<file path="src/rtl/tcp_tx_arb_pkg.sv">
// Shared types for the TCP TX arbiter: segment header, FSM states, header reset value.
// No logic or latency of its own; pure type and constant definitions.
// Backpressure: not applicable.
package tcp_tx_arb_pkg;

    typedef struct packed {
        logic        syn_flag;
        logic        ack_flag;
        logic        rst_flag;
        logic        fin_flag;
        logic [31:0] seq;
        logic [31:0] ack;
        logic [15:0] src_port;
        logic [15:0] dst_port;
    } tcp_hdr_t;

    typedef enum logic [1:0] {
        IDLE,
        ISSUE,
        WAIT_DONE
    } tcp_tx_arb_state_t;

    localparam tcp_hdr_t TCP_HDR_RST = '0;

endpackage

</file>
<file path="src/rtl/tcp_rr_picker.sv">
// Round-robin search: first set bit of mask at or after ptr, wrapping modulo N_CONN.
// Latency: purely combinational, zero cycles.
// Backpressure: none; found=0 when the mask is empty.
module tcp_rr_picker #(
    parameter int N_CONN = 4
) (
    input  logic [N_CONN-1:0]         mask,
    input  logic [$clog2(N_CONN)-1:0] ptr,
    output logic                      found,
    output logic [$clog2(N_CONN)-1:0] idx
);

    localparam int IW = $clog2(N_CONN);

    logic [IW:0]   sum;
    logic [IW-1:0] cand;

    // Scan from the farthest offset down so the nearest hit overwrites the rest.
    always_comb begin
        found = 1'b0;
        idx   = '0;
        sum   = '0;
        cand  = '0;
        for (int i = N_CONN - 1; i >= 0; i--) begin
            sum = {1'b0, ptr} + (IW+1)'(i);
            if (sum >= (IW+1)'(N_CONN)) begin
                sum = sum - (IW+1)'(N_CONN);
            end
            cand = sum[IW-1:0];
            if (mask[cand]) begin
                found = 1'b1;
                idx   = cand;
            end
        end
    end

endmodule

</file>
<file path="src/rtl/tcp_tx_arbiter.sv">
// Round-robin arbiter sharing one TCP TX engine; TCP_TX_ARB_RST_PRIO_EN lets RST segments jump the queue.
// Latency: req_rdy same cycle as grant, tx_vld one cycle later; minimum 2 cycles between grants.
// Backpressure: no grant while busy; holds the engine until tx_done or abort after TIMEOUT_CYC cycles.
module tcp_tx_arbiter
    import tcp_tx_arb_pkg::*;
#(
    parameter int N_CONN      = 4,
    parameter int TIMEOUT_CYC = 1024
) (
    input  logic                      clk,
    input  logic                      rst,
    input  logic [N_CONN-1:0]         req_vld,
    output logic [N_CONN-1:0]         req_rdy,
    input  tcp_hdr_t [N_CONN-1:0]     req_hdr,
    output logic                      tx_vld,
    input  logic                      tx_eng_acc,
    input  logic                      tx_done,
    output tcp_hdr_t                  tx_hdr,
    output logic [$clog2(N_CONN)-1:0] grant_id,
    output logic                      busy,
    output logic                      tx_abort
);

    localparam int IW = $clog2(N_CONN);
    localparam int CW = $clog2(TIMEOUT_CYC);

    tcp_tx_arb_state_t state_q, state_d;
    logic [IW-1:0]     ptr_q;
    logic [CW-1:0]     cnt_q;
    logic              found_all;
    logic [IW-1:0]     idx_all;
    logic [IW-1:0]     win;
    logic              grant;
    logic              timeout;
    logic              abort_d;

    tcp_rr_picker #(.N_CONN(N_CONN)) u_pick_all (
        .mask  (req_vld),
        .ptr   (ptr_q),
        .found (found_all),
        .idx   (idx_all)
    );

`ifdef TCP_TX_ARB_RST_PRIO_EN
    logic [N_CONN-1:0] rst_mask;
    logic              found_rst;
    logic [IW-1:0]     idx_rst;

    always_comb begin
        rst_mask = '0;
        for (int i = 0; i < N_CONN; i++) begin
            rst_mask[i] = req_vld[i] & req_hdr[i].rst_flag;
        end
    end

    tcp_rr_picker #(.N_CONN(N_CONN)) u_pick_rst (
        .mask  (rst_mask),
        .ptr   (ptr_q),
        .found (found_rst),
        .idx   (idx_rst)
    );

    assign win = found_rst ? idx_rst : idx_all;
`else
    assign win = idx_all;
`endif

    assign grant = (state_q == IDLE) && found_all;

    // Held low while reset is asserted so no requester sees a phantom accept.
    always_comb begin
        req_rdy = '0;
        if (grant && rst) begin
            req_rdy[win] = 1'b1;
        end
    end

    // Fires on the cycle the counter would step to TIMEOUT_CYC-1; abort lands with that value.
    assign timeout = (cnt_q == CW'(TIMEOUT_CYC - 2));

    always_comb begin
        state_d = state_q;
        abort_d = 1'b0;
        case (state_q)
            IDLE: begin
                if (grant) begin
                    state_d = ISSUE;
                end
            end
            ISSUE: begin
                if (tx_eng_acc) begin
                    state_d = tx_done ? IDLE : WAIT_DONE;
                end
                if (timeout) begin
                    state_d = IDLE;
                    abort_d = ~tx_done;
                end
            end
            WAIT_DONE: begin
                if (tx_done) begin
                    state_d = IDLE;
                end else if (timeout) begin
                    state_d = IDLE;
                    abort_d = 1'b1;
                end
            end
            default: state_d = IDLE;
        endcase
    end

    always_ff @(posedge clk or negedge rst) begin
        if (!rst) begin
            state_q  <= IDLE;
            ptr_q    <= '0;
            cnt_q    <= '0;
            tx_vld   <= 1'b0;
            tx_hdr   <= TCP_HDR_RST;
            grant_id <= '0;
            busy     <= 1'b0;
            tx_abort <= 1'b0;
        end else begin
            state_q  <= state_d;
            tx_vld   <= (state_d == ISSUE);
            busy     <= (state_d != IDLE);
            tx_abort <= abort_d;
            if (grant) begin
                tx_hdr   <= req_hdr[win];
                grant_id <= win;
                ptr_q    <= (win == IW'(N_CONN - 1)) ? '0 : win + IW'(1);
                cnt_q    <= '0;
            end else if (state_q != IDLE && cnt_q != '1) begin
                cnt_q <= cnt_q + CW'(1);
            end
        end
    end

endmodule

</file>
<file path="config.mk">
export PLATFORM = sky130hd
export DESIGN_NAME = tcp_tx_arbiter
export DESIGN_NICKNAME = d
export VERILOG_FILES = /design/src/rtl/tcp_tx_arb_pkg.sv /design/src/rtl/tcp_rr_picker.sv /design/src/rtl/tcp_tx_arbiter.sv
export SDC_FILE = /design/constraint.sdc
export NUM_CORES = 1
export LEC_CHECK = 0
export ABC_AREA = 1
export BUFFER_PORTS_ARGS = -buffer_cell sky130_fd_sc_hd__buf_2
export CORE_AREA = 2 2 198 200
export CTS_CLUSTER_SIZE = 25
export DETAILED_ROUTE_END_ITERATION = 12
export DIE_AREA = 0 0 200 202
export RECOVER_POWER = 50
export SLEW_MARGIN = 25
export SYNTH_ARGS = -nofsm -noshare
export SYNTH_HDL_FRONTEND = slang
export SYNTH_SLANG_ARGS = --single-unit
</file>
<file path="constraint.sdc">
create_clock -name clk -period 2.38 [get_ports clk]
set_input_delay 0.238 -clock clk [delete_from_list [all_inputs] [get_ports clk]]
set_output_delay 0.238 -clock clk [all_outputs]
set_load 0.03 [all_outputs]
</file>
* After elaboration in Yosys (flattened, before gate mapping)
Index checks and enable logic that the tools add are counted.
** Operators by class
- Add/subtract/negate cells :: 9
- $lt $le $gt $ge :: 10
- Equal/unequal tests :: 6
- Muxes and demuxes :: 39
- Bitwise gates (word level) :: 1
- Reduce and logical (&&, ||, !) cells :: 8
** Operators by type and width (number)
- $bmux W100 S2 :: 1
- $mux W100 :: 1
- $mux W2 :: 15
- $mux W10 :: 2
- $lt A2 B3 Y1 const B :: 5
- $mux W1 :: 12
- $add A10 B1 Y10 const B :: 1
- $eq A10 B10 Y1 const B :: 1
- $ne A10 B10 Y1 const B :: 1
- $ge A3 B3 Y1 const B :: 3
- $bmux W1 S2 :: 4
- $sub A2 B1 Y2 const B :: 4
- $add A2 B2 Y3 const B :: 2
- $pmux W2 S3 :: 1
- $reduce_bool A2 Y1 :: 3
- $eq A2 B1 Y1 const B :: 2
- $eq A2 B2 Y1 const B :: 2
- $logic_and A1 B1 Y1 :: 4
- $mux W4 :: 1
- $add A2 B1 Y3 const B :: 1
- $ge A2 B3 Y1 const B :: 1
- $add A2 B1 Y2 const B :: 1
- $demux W1 S2 :: 1
- $ge A2 B1 Y1 const B :: 1
- 3 further kinds :: 3
** Storage, ports and cells
- Register bits after elaboration :: 119
- Bits of input ports :: 408
- Output and inout bits :: 109
- Logic and storage cells :: 88

* Logic depth before layout (Yosys ltp)
Gate-level depths: netlist of the first run.
- Depth in word-level cells :: 14
- Gate-level depth with buffers :: 15
- Depth with buffers taken out :: 13

* Modules after synthesis
From an unflattened synthesis of the first run, not the netlist that was laid out.
** Unflattened totals
- Cells, all modules :: 1066
- Area, all modules :: 7739.9 µm²
** Modules (own cells, without submodules)
- tcp_tx_arbiter :: times used 1, cells each 1020, area each 7527.2 µm², sequential area each 2977.9 µm²
- tcp_rr_picker :: times used 1, cells each 46, area each 212.7 µm², sequential area each 0.0 µm²

* Least setup slack after synthesis of the first run
Ideal clock, no wire load.
- Path kind :: reg-to-output
- From :: register ptr_q[0]
- To :: output port req_rdy[2]
- Arrival time :: 2.001 ns
- Required time :: 2.142 ns
- Setup slack :: 0.141 ns
- Stages on the path, launching flop included :: 13
- Path buffers :: 2
- Cell sequence :: dfrtp_1 > inv_2 > nand2_1 > nand2_1 > nand2_1 > nand3_1 > o21ai_1 > a21boi_0 > buf_2 > buf_2 > ha_1 > inv_1 > nor2_1
** On the way
- Cells in the longest elaborated chain, start to end :: 14
- Elaborated cells between the ends (all ways) :: 39
- Classes of those cells :: add/sub (7); order compare (6); mux (23); reduce/logical (3)
** Ends and longest elaborated chain
- start, declared :: line tcp_tx_arbiter.sv:28 : logic [IW-1:0] ptr_q;
- start signal, assigned :: line tcp_tx_arbiter.sv:129 : ptr_q <= (win == IW'(N_CONN - 1)) ? '0 : win + IW'(1);
- $add A2 B2 Y3 :: line tcp_rr_picker.sv:25 : sum = {1'b0, ptr} + (IW+1)'(i);
- $ge A3 B3 Y1 or $sub A2 B1 Y2 (tied branches) :: line tcp_rr_picker.sv:26, tcp_rr_picker.sv:27
- $mux W2 :: line tcp_rr_picker.sv:26 : if (sum >= (IW+1)'(N_CONN)) begin
- $bmux W1 S2 :: line tcp_rr_picker.sv:30 : if (mask[cand]) begin
- $mux W1 (implied by the code) :: line tcp_rr_picker.sv:30
- $mux W2 (3 in a row) :: line tcp_rr_picker.sv:30
- $mux W2 * :: line tcp_rr_picker.sv:30
- net idx_all[1] :: line tcp_tx_arbiter.sv:31 : logic [IW-1:0] idx_all;
- $lt A2 B3 Y1 (implied by the code) or $ge A2 B1 Y1 (tied branches) :: line tcp_tx_arbiter.sv:74 : req_rdy[win] = 1'b1;
- $logic_and A1 B1 Y1 (implied by the code) :: line tcp_tx_arbiter.sv:74
- $mux W1 (implied by the code) :: line tcp_tx_arbiter.sv:74
- $demux W1 S2 * :: line tcp_tx_arbiter.sv:74
- $mux W4 * :: line tcp_tx_arbiter.sv:73 : if (grant && rst) begin
- end, declared :: line tcp_tx_arbiter.sv:13 : output logic [N_CONN-1:0] req_rdy,
Mark *: on every way through the listed nets, which the timed path passes. The rest lies on a longest branch. The select of a mux whose other input is x is not followed.

* Worst setup path in the final report of the first run
- From :: register ptr_q[1]
- To :: output port req_rdy[3]
** On the way
- Cells in the longest elaborated chain, start to end :: 14
- Elaborated cells between the ends (all ways) :: 39
- Classes of those cells :: add/sub (7); order compare (6); mux (23); reduce/logical (3)
** Ends and longest elaborated chain (line)
- $add A2 B2 Y3 :: tcp_rr_picker.sv:25
- $ge A3 B3 Y1 or $sub A2 B1 Y2 (tied branches) :: tcp_rr_picker.sv:26, tcp_rr_picker.sv:27
- $mux W2 :: tcp_rr_picker.sv:26
- $bmux W1 S2 :: tcp_rr_picker.sv:30
- $mux W1 (implied by the code) :: tcp_rr_picker.sv:30
- $mux W2 (4 in a row) :: tcp_rr_picker.sv:30
- $lt A2 B3 Y1 (implied by the code) or $ge A2 B1 Y1 (tied branches) :: tcp_tx_arbiter.sv:74
- $logic_and A1 B1 Y1 (implied by the code) :: tcp_tx_arbiter.sv:74
- $mux W1 (implied by the code) :: tcp_tx_arbiter.sv:74
- $demux W1 S2 :: tcp_tx_arbiter.sv:74
- $mux W4 * :: tcp_tx_arbiter.sv:73
Mark *: on every way between the ends. The rest lies on a longest branch, timed or not. The select of a mux whose other input is x is not followed.

==> results.yml, run 1 <==
floorplan:
  dieWidth_um: 200
  die_h_um: 202
  core_mm2: 0.03829
  fp.dieArea_mm2: 0.04040
  rows: 72
  start_util_pct: 25.24
  pin_count: 517
worst_setup_path:
  cp-end-kind: "output port"
  crit_required_ns: 2.14
  startpoint: "ptr_q[1]"
  path_max_fanout: 6
  worstPathArrival_ns: 2.17
  start_kind: "flop"
  worstReg2RegStart: "ptr_q[0]"
  critPathKind: "flop to output port"
place:
  dp_slack_ns: -0.0007454
  post_dp_cell_area_mm2: 0.01284
  place_congestion: 0.8830
  dpl.hpwl_um: 29080
  port-buffer-count: 516
global_routing:
  grt_overflow: 0
  grt_pass1_wl_um: 57690
  grt_pass1_vias: 11110
  antenna_found_initial: 6
  grtUsageTotal_pct: 18.20
  grt_max_degree: 120
drt:
  wire_per_inst_um: 14.93
  drt_iter0_drc: 590
  wl_met1_um: 16710
  drc: 0
  vias_per_cell: 4.426
  met2_length_um: 20080
  routed_wl_um: 40660
  firstDrtPassIters: 6
  drtAntennaViolNets: 0
  wl_met3_um: 3039
  num_vias: 12057
  highest_layer: "met5"
synthesis:
  yosysUniqueCellTypes: 24
  synth-seq-area-share_pct: 30.82
  syn_area_per_cell_um2: 5.690
  synth_top_area_share_pct: 30.82
  synth_area_mm2: 0.009662
  ys_seq_elements: 119
  syn-num-nets: 2116
  yosysWarningCount: 0
  synth_area_leader_cell: "dfrtp_1"
  synthTopCellsByArea: "dfrtp_1, nand2_1, nand3_1"
  netlist_instances: 1698
clock_tree:
  cts_buffers: 17
  cts_tree: "built"
  cts_root_buffer: "clkbuf_16"
  clock_path_buffers: 2
  cts_sinks: 119
  htreeDepth: 4
  clkTransAtPathRegs_ns: 0.05
  clkLatencyLatePin_ns: 0.41
sta:
  clock.fmax_mhz: 415.1
  setup_viol: 2
  fin_crit_sh_pct: 101.2
  worst_slew_pin_slew_ns: 1.655
  hold_violations: 0
  fin_ws_ns: -0.02931
  finalSetupTns_ns: -0.04286
  finalMaxSlewViolations: 120
  fin_crit_ns: 2.409
  skew_ns: 0.01052
  rsz0062_at_grt: "yes"
  slew-limit-headroom_pct: -10.33
worst_hold_path:
  holdCritStartpoint: "tx_done"
  hp-class: "input pin to flop"
power:
  p_switching_mw: 14.10
  p_leak_nw: 8.890
  seq_power_share_pct: 14.6
  p_int_mw: 10.92
  p_comb_share_pct: 75.5
  p_sw_share_pct: 56.36
  ir_drop_v: 0.001162
  p_per_area_mw_per_mm2: 1782
  p_clk_share_pct: 9.8
status:
  status: "finished with violations"
  violations: "max-capacitance violations, max-slew violations, negative setup slack"
cells_and_area:
  nNetsFinal: 2607
  fill_cells: 4260
  drive_above_1_share_pct: 28.02
  postLayoutCellArea_mm2: 0.01404
  area_growth_pct: 45.29
flow_run:
  drv_cap: 1
## cell usage after synthesis
library cell  count
a211oi_1          1
o22ai_1           1
a21boi_0          1
buf_1             6
nor2_2            1
buf_2            66
nand2_1         717
nand2_2           2
nand3_2           1
o21ai_1           1
nor3_1            4
o21ai_0          10
buf_4            22
clkbuf_1          7
ha_1             10
nand3_1         347
buf_6             1
o21a_1            1
nand4_1           2
nor2_1           20
a21oi_1           9
inv_2             4
dfrtp_1         119
inv_1           345
## cell families (layout without fill, tap and decap cells)
logic type      after synthesis  after routing  share of synthesized area (%)
other cells                   0              4                              0
compound gates               24             24                          1.334
buf+inv                     451            954                          19.31
fa+ha+maj                    10             10                          1.295
flops                       119            119                          30.82
simple gates               1094           1095                          47.24
## timing repair
item	in CTS	in global routing
endpoints found under the hold margin	22	0
hold buffers	1	0
gates resized for setup	40	64
gates cloned	1	5
buffers inserted	14	4
pin swaps	17	23
endpoints found under the setup margin	11	39
## worst max-delay path, stage by stage (launching register included)
cell and delay (ns):
dfrtp_2 0.47, inv_6 0.13, nand2_1 0.10, nand2_4 0.11, nand2_4 0.08, nand3_4 0.11, nand2_4 0.07, nand2_8 0.08
nand2_8 0.08, inv_6 0.07, ha_2 0.16, inv_2 0.04, nor2_4 0.11, buf_6 0.14
## metrics by stage
stage	power (mW)	hold WS (ns)	utilization [%]	std cells
detailed placement	20.50	0.4334	33.54	2663
global route	27.37	0.09319	36.64	2721
finish	25.02	0.09973	36.66	2724
CTS	23.67	0.07017	35.63	2711
floorplan	15.67	-0.05759	-	1698
global placement	20.33	0.4280	33.54	2663
## flip-flops by register name, summed over array words and instances, names as in the netlist
signal,cells
tx_hdr,100
busy,1
cnt_q,10
tx_vld,1
grant_id,2
ptr_q,2
state_q,2
tx_abort,1
## final timing paths
check / depth (start not counted) / endpoint / slack (ns)
worst min register to register: 2 / tx_hdr[80] / 0.47
min in group asynchronous: 3 / tx_hdr[22] / 0.97
worst max register to register: 14 / tx_hdr[11] / 0.07
worst min-delay path: 4 / tx_abort / 0.1
max in group asynchronous: 3 / ptr_q[1] / 0.25
worst max-delay path: 13 / req_rdy[3] / -0.03
## cell usage in the layout, fill, tap and decap left out, types with 2 or more instances in the layout
cell / instances
nand2_1: 694
buf_2: 472
inv_1: 341
nand3_1: 341
dfrtp_1: 117
clkbuf_1: 43
buf_4: 29
clkbuf_16: 22
nand2_4: 18
nor2_1: 14
buf_6: 12
buf_12: 10
o21ai_0: 9
a21oi_1: 9
ha_1: 7
nand3_4: 6
clkinv_2: 6
nor2_4: 5
buf_16: 5
diode_2: 4
nand2_8: 4
nand2_2: 4
inv_2: 3
nor3_1: 3
inv_6: 2
inv_4: 2
nand4_1: 2
nor2_2: 2
ha_2: 2
clkbuf_8: 2
dfrtp_2: 2
## area by class of cell
cell class | count | area (µm²) | share of cell area (%)
Tap cell | 518 | 648.1 | 4.617
Multi-Input combinational cell | 1129 | 5187 | 36.96
Inverter | 349 | 1333 | 9.493
Clock inverter | 9 | 76.32 | 0.5437
Timing Repair Buffer | 573 | 3334 | 23.75
Clock buffer | 23 | 467.9 | 3.334
Sequential cell | 119 | 2980 | 21.23
Antenna cell | 4 | 10.01 | 0.07131
## power by group through the flow
stage                     logic [mW]  clock network [mW]  registers [mW]
after floorplan                 10.4                   0            5.26
after global placement          16.7                   0            3.62
after detailed placement        16.9                   0            3.63
after CTS                       17.5                2.54            3.63
after global routing            20.9                2.65            3.78
final                           18.9                2.46            3.66
## routing by layer
layer  vias up  global-route usage [%]
met2       500                   32.20
li1       6047                       -
met1      5462                   22.04
met4         4                   4.868
met5         -                       0
met3        44                   4.038
No activity file was read; power rests on OpenSTA's default activity.
==> run 2, diff against run 1 <==
Settings changed: ABC_AREA 1 to 0, CORE_AREA 2 2 198 200 to 2 2 202 204, CTS_CLUSTER_DIAMETER set to 80, DIE_AREA 0 0 200 202 to 0 0 204 206.
==> run 2 against run 1 <==
The flow now finishes without violations. Sequential power shrank 2%. Sequential cell count unchanged. Synthesized cell count decreased by 60%. Wire length is 31% lower. Clock skew hardly changed. Register-to-register slack better by 0.09 ns. Clock-buffer cell count is 1 higher. Global-route usage decreased by 5.7 points. Cell area decreased by 22%. Critical path depth fell by 6. Area after synthesis down 25%. Critical path type unchanged. Critical endpoint is now req_rdy[1]. Highest routed layer unchanged.
==> results.yml, run 2 <==
status:
  status: "finished, final reports clean"
synthesis:
  yosysUniqueCellTypes: 41
  synth_area_leader_cell: "dfrtp_1"
  synth-seq-area-share_pct: 40.99
  synth_common_cells: "mux2i_1, dfrtp_1, nand2_1, o221ai_1, clkbuf_1"
  yosysWarningCount: 0
  synth_ff_type: "dfrtp_1"
  synth_top_area_share_pct: 40.99
  synth_area_mm2: 0.007266
  netlist_instances: 676
  ys_seq_elements: 119
  synth_edf_count: 0
  syn-num-nets: 1094
  synth_most_common_cell: "mux2i_1"
  syn_area_per_cell_um2: 10.75
  async_flop_share_pct: 100.0
  synthTopCellsByArea: "dfrtp_1, mux2i_1, o221ai_1"
drt:
  num_vias: 7497
  vias_per_cell: 4.321
  wire_per_inst_um: 16.08
  firstDrtPassIters: 4
  drc: 0
  drt_iter0_drc: 349
  drtAntennaViolNets: 0
  routed_wl_um: 27910
worst_setup_path:
  cp-end-kind: "output port"
  crit_buf_inv: 2
  path_max_fanout: 4
  critPathKind: "flop to output port"
  crit_required_ns: 2.14
  cpLargestDelayFamily: "simple AND/OR/NAND/NOR gates"
  slowest_stage: "dfrtp_1"
  slowest_delay_ns: 0.42
  worstPathArrival_ns: 2.02
  crit_chain: "nand2b_1 -> nor2b_2 -> o32a_1 -> inv_2 -> ha_1 -> and3_1 -> clkbuf_4"
  start_kind: "flop"
cells_and_area:
  largest_registers: "tx_hdr x100, cnt_q x10"
  final_cell_mix: "buf_2, mux2i_1, dfrtp_1"
  diodes: 0
  final_util_pct: 27.41
  largest-register: "tx_hdr"
  largest_reg_flops: 100
  fill_cells: 4258
  nNetsFinal: 1608
  area_growth_pct: 51.58
  drive_above_1_share_pct: 44.72
  layout_commonest_cell: "buf_2"
sta:
  setup_viol: 0
  rsz0062_at_grt: "no"
  finalSetupTns_ns: 0
  hold_violations: 0
  clock.fmax_mhz: 442.6
  fin_crit_ns: 2.259
  skew_ns: 0.01067
  fin_ws_ns: 0.1208
  finalMaxSlewViolations: 0
  fin_crit_sh_pct: 94.93
  worst_slew_pin_slew_ns: 1.151
  slew-limit-headroom_pct: 23.25
  hold_ws_ns: 0.1254
global_routing:
  grtUsageTotal_pct: 12.46
  grt_pass1_vias: 7363
  antenna_found_initial: 4
  grt_max_degree: 83
  grt_overflow: 0
  grt_pass1_wl_um: 39450
clock_tree:
  cts_tree: "built"
  clkLatencyLatePin_ns: 0.43
  cts_buffers: 17
  clock_path_buffers: 2
  cts_root_buffer: "clkbuf_16"
  cts_sinks: 119
  clkTransAtPathRegs_ns: 0.06
  htreeDepth: 4
floorplan:
  dieWidth_um: 204
  pin_count: 517
  start_util_pct: 18.08
  core_mm2: 0.04018
  rows: 74
  die_h_um: 206
  fp.dieArea_mm2: 0.04202
place:
  dp_slack_ns: 0.1477
  dpl.hpwl_um: 21920
  port-buffer-count: 516
  place_congestion: 0.8202
flow_run:
  drv_cap: 0
power:
  p_leak_nw: 5.786
  p_per_area_mw_per_mm2: 1276
  total_power_mw: 14.05
  ir_drop_v: 0.0004958
worst_hold_path:
  hp-class: "input pin to flop"
==> run 2: cell types whose count changed after synthesis, sizes merged, moves of 4 or more <==
| cell | change |
|---|---|
| nand2 | -601 |
| nand3 | -345 |
| inv | -340 |
| mux2i | +204 |
| o221ai | +100 |
| buf | -64 |
| clkbuf | +21 |
| nor2 | -9 |
| o21ai | -9 |
| and3 | +5 |
| nor3 | -4 |
==> run 2: path summary, 6_finish.rpt <==
path / from / end / slack [ns] / cells past startpoint
min reg2reg: grant_id[1] / grant_id[1] / 0.48 / 2
max: ptr_q[0] / req_rdy[1] / 0.12 / 7
max in group asynchronous: rst / tx_hdr[58] / 0.55 / 3
min: req_hdr[120] / tx_hdr[20] / 0.13 / 3
min in group asynchronous: rst / cnt_q[2] / 0.29 / 2
max reg2reg: ptr_q[0] / tx_hdr[24] / 0.16 / 8
==> run 2: cell type report <==
class	instances	area, µm²	share of cell area, %
clock buffer	24	491.7	4.465
clock inverter	8	47.55	0.4317
inverter	9	33.78	0.3067
multi-input combinational	489	3892	35.34
sequential	119	2978	27.04
tap	532	665.6	6.044
timing repair buffer	554	2904	26.37
==> run 2: cell families (layout without fill, tap and decap cells) <==
group / count (synthesis) / count (layout) / share of synthesized area [%]
adder cells (fa/ha/maj): 10 / 10 / 1.722
AO/OA/AOI/OAI: 121 / 121 / 14.10
multiplexers: 204 / 204 / 28.10
flip-flops: 119 / 119 / 40.99
buffers and inverters: 68 / 595 / 5.872
AND/OR/NAND/NOR: 150 / 150 / 8.731
XOR/XNOR: 4 / 4 / 0.4823
==> run 2: power by group <==
group / internal, mW / total [mW] / switching [mW] / leakage [nW]
clock: 1.43 / 2.41 / 0.981 / 0.262
combinational: 2.91 / 8.05 / 5.13 / 4.05
sequential: 3.00 / 3.60 / 0.598 / 1.48
total: 7.34 / 14.1 / 6.71 / 5.79
==> run 2: routing by layer <==
metal	up-vias	wire (µm)	track usage, %
li1	3588	-	-
met1	3504	10690	13.40
met2	363	14410	22.87
met3	38	1980	3.437
met4	4	801	5.305
met5	-	23	0
==> run 2: worst min-delay path: stages <==
cell and delay (ns):
buf_2 0.07, mux2i_1 0.05, o221ai_1 0.15
==> run 2: stage by stage <==
step                area (µm²)  cells
finish                   11010   1735
global route             11010   1735
CTS                      11080   1734
detailed placement       10500   1698
global placement         10500   1698
floorplan                 7266    676
==> run 2: repair_timing <==
action / in CTS / in global routing
buffers inserted: 2 / 1
hold buffers: 2 / 0
hold endpoints to repair: 38 / 0
pin swaps: 1 / 1
setup endpoints to repair: 4 / 4
gates resized for setup: 0 / 3
==> run 3, diff against run 2 <==
Settings changed: PLACE_DENSITY set to 0.52.
==> run 3 against run 2 <==
Critical path type unchanged. Hold slack worse by 0.0058 ns. Clock power is 2% higher. Largest cell class unchanged. The flow now finishes with violations (max-slew violations). Clock skew hardly changed.
==> results.yml, run 3 (synthesized netlist as in run 2, its figures left out) <==
clock_tree:
  cts_buffers: 17
  cts_root_buffer: "clkbuf_16"
  cts_tree: "built"
  clock_path_buffers: 2
  clkLatencyLatePin_ns: 0.43
  cts_sinks: 119
  clkTransAtPathRegs_ns: 0.06
  htreeDepth: 4
global_routing:
  grt_overflow: 0
  grtUsageTotal_pct: 13.09
  grt_pass1_wl_um: 41680
  antenna_found_initial: 4
  grt_max_degree: 113
  grt_pass1_vias: 7567
sta:
  fin_crit_ns: 2.275
  fin_crit_sh_pct: 95.58
  hold_ws_ns: 0.1196
  skew_ns: 0.01081
  clock.fmax_mhz: 439.6
  fin_ws_ns: 0.1051
  worst_slew_pin_slew_ns: 1.535
  finalMaxSlewViolations: 112
  finalSetupTns_ns: 0
  hold_violations: 0
  slew-limit-headroom_pct: -2.364
  setup_viol: 0
drt:
  num_vias: 7557
  firstDrtPassIters: 5
  routed_wl_um: 28790
  wire_per_inst_um: 16.52
  drc: 0
  drtAntennaViolNets: 0
  vias_per_cell: 4.338
  drt_iter0_drc: 342
worst_setup_path:
  cp-end-kind: "output port"
  critPathKind: "flop to output port"
  worstReg2RegStart: "state_q[1]"
  start_kind: "flop"
  reg2reg_slack_ns: 0.28
  worstPathArrival_ns: 2.04
  reg2reg_depth: 9
  rr_endpoint: "tx_hdr[65]"
  crit_required_ns: 2.14
  path_max_fanout: 3
floorplan:
  fp.dieArea_mm2: 0.04202
  core_mm2: 0.04018
  pin_count: 517
  rows: 74
  die_h_um: 206
  dieWidth_um: 204
  start_util_pct: 18.08
power:
  p_leak_nw: 5.840
  p_per_area_mw_per_mm2: 1285
  total_power_mw: 14.28
  ir_drop_v: 0.0008738
cells_and_area:
  nNetsFinal: 1615
  largest_registers: "tx_hdr x100, cnt_q x10"
  area_growth_pct: 52.89
  final_cell_mix: "buf_2, mux2i_1, dfrtp_1"
  fin_cells: 1742
  largest-register: "tx_hdr"
  drive_above_1_share_pct: 45.41
  layout_commonest_cell: "buf_2"
  largest_reg_flops: 100
place:
  port-buffer-count: 516
  place_congestion: 0.8189
  dpl.hpwl_um: 22240
  dp_slack_ns: 0.2704
  placed_cells: 1702
worst_hold_path:
  holdCritStartpoint: "req_hdr[397]"
  min_to: "tx_hdr[97]"
  holdPathStages: 3
  hp-class: "input pin to flop"
status:
  status: "finished with violations"
  violations: "max-slew violations"
flow_run:
  drv_cap: 0
run 3: area by class of cell:
cell class / count / area, µm²
fill: 4341 / 29080
inverter: 9 / 33.78
timing repair buffer: 561 / 2987
clock buffer: 21 / 460.4
tap: 532 / 665.6
sequential: 119 / 2978
antenna: 1 / 2.502
clock inverter: 10 / 80.08
multi-input combinational: 489 / 3901
run 3: worst max path at each step:
stage	startpoint	endpoint	slack, ns	cells past startpoint
floorplan	ptr_q[0]	req_rdy[3]	0.37	9
global placement	req_vld[2]	tx_hdr[59]	0.29	7
detailed placement	req_vld[2]	tx_hdr[8]	0.27	7
CTS	state_q[1]	req_rdy[0]	0.01	7
global route	ptr_q[0]	req_rdy[0]	-0.0002	7
finish	ptr_q[0]	req_rdy[2]	0.11	7
run 3: worst max-delay path, stage by stage, from the launching register on:
cell      delay, ns
dfrtp_1        0.41
nand2b_1       0.17
nor2b_1        0.14
o32a_1         0.22
buf_4          0.16
ha_1           0.17
and3_1         0.15
buf_2          0.18
run 3: metrics by stage:
| step | instance area [µm²] | util, % |
|---|---|---|
| 2_1_floorplan | 7266 | - |
| 3_3_place_gp | 10560 | 26.28 |
| 3_5_place_dp | 10560 | 26.28 |
| 4_1_cts | 11150 | 27.74 |
| 5_1_grt | 11110 | 27.64 |
| 6_report | 11110 | 27.64 |
run 3: repair_timing:
item | CTS | global route
endpoints found under the setup margin | 2 | 4
setup buffers | 2 | 4
hold endpoints to repair | 8 | 0
hold buffers | 2 | 0
gates resized for setup | 4 | 3
run 3: report_power, final:
part | total [mW] | internal (mW) | switching [mW] | leakage (nW)
registers | 3.57 | 3.00 | 0.576 | 1.48
logic | 8.25 | 3.05 | 5.20 | 4.10
clock network | 2.46 | 1.47 | 0.988 | 0.268
run 3: routing by layer:
metal / GRT usage, % / wire [µm] / part of all wire, %
met1: 15.08 / 11430 / 40
met4: 4.788 / 600 / 2.1
met2: 22.93 / 14400 / 50
met5: 0 / 27 / 0.094
met3: 3.895 / 2327 / 8.1
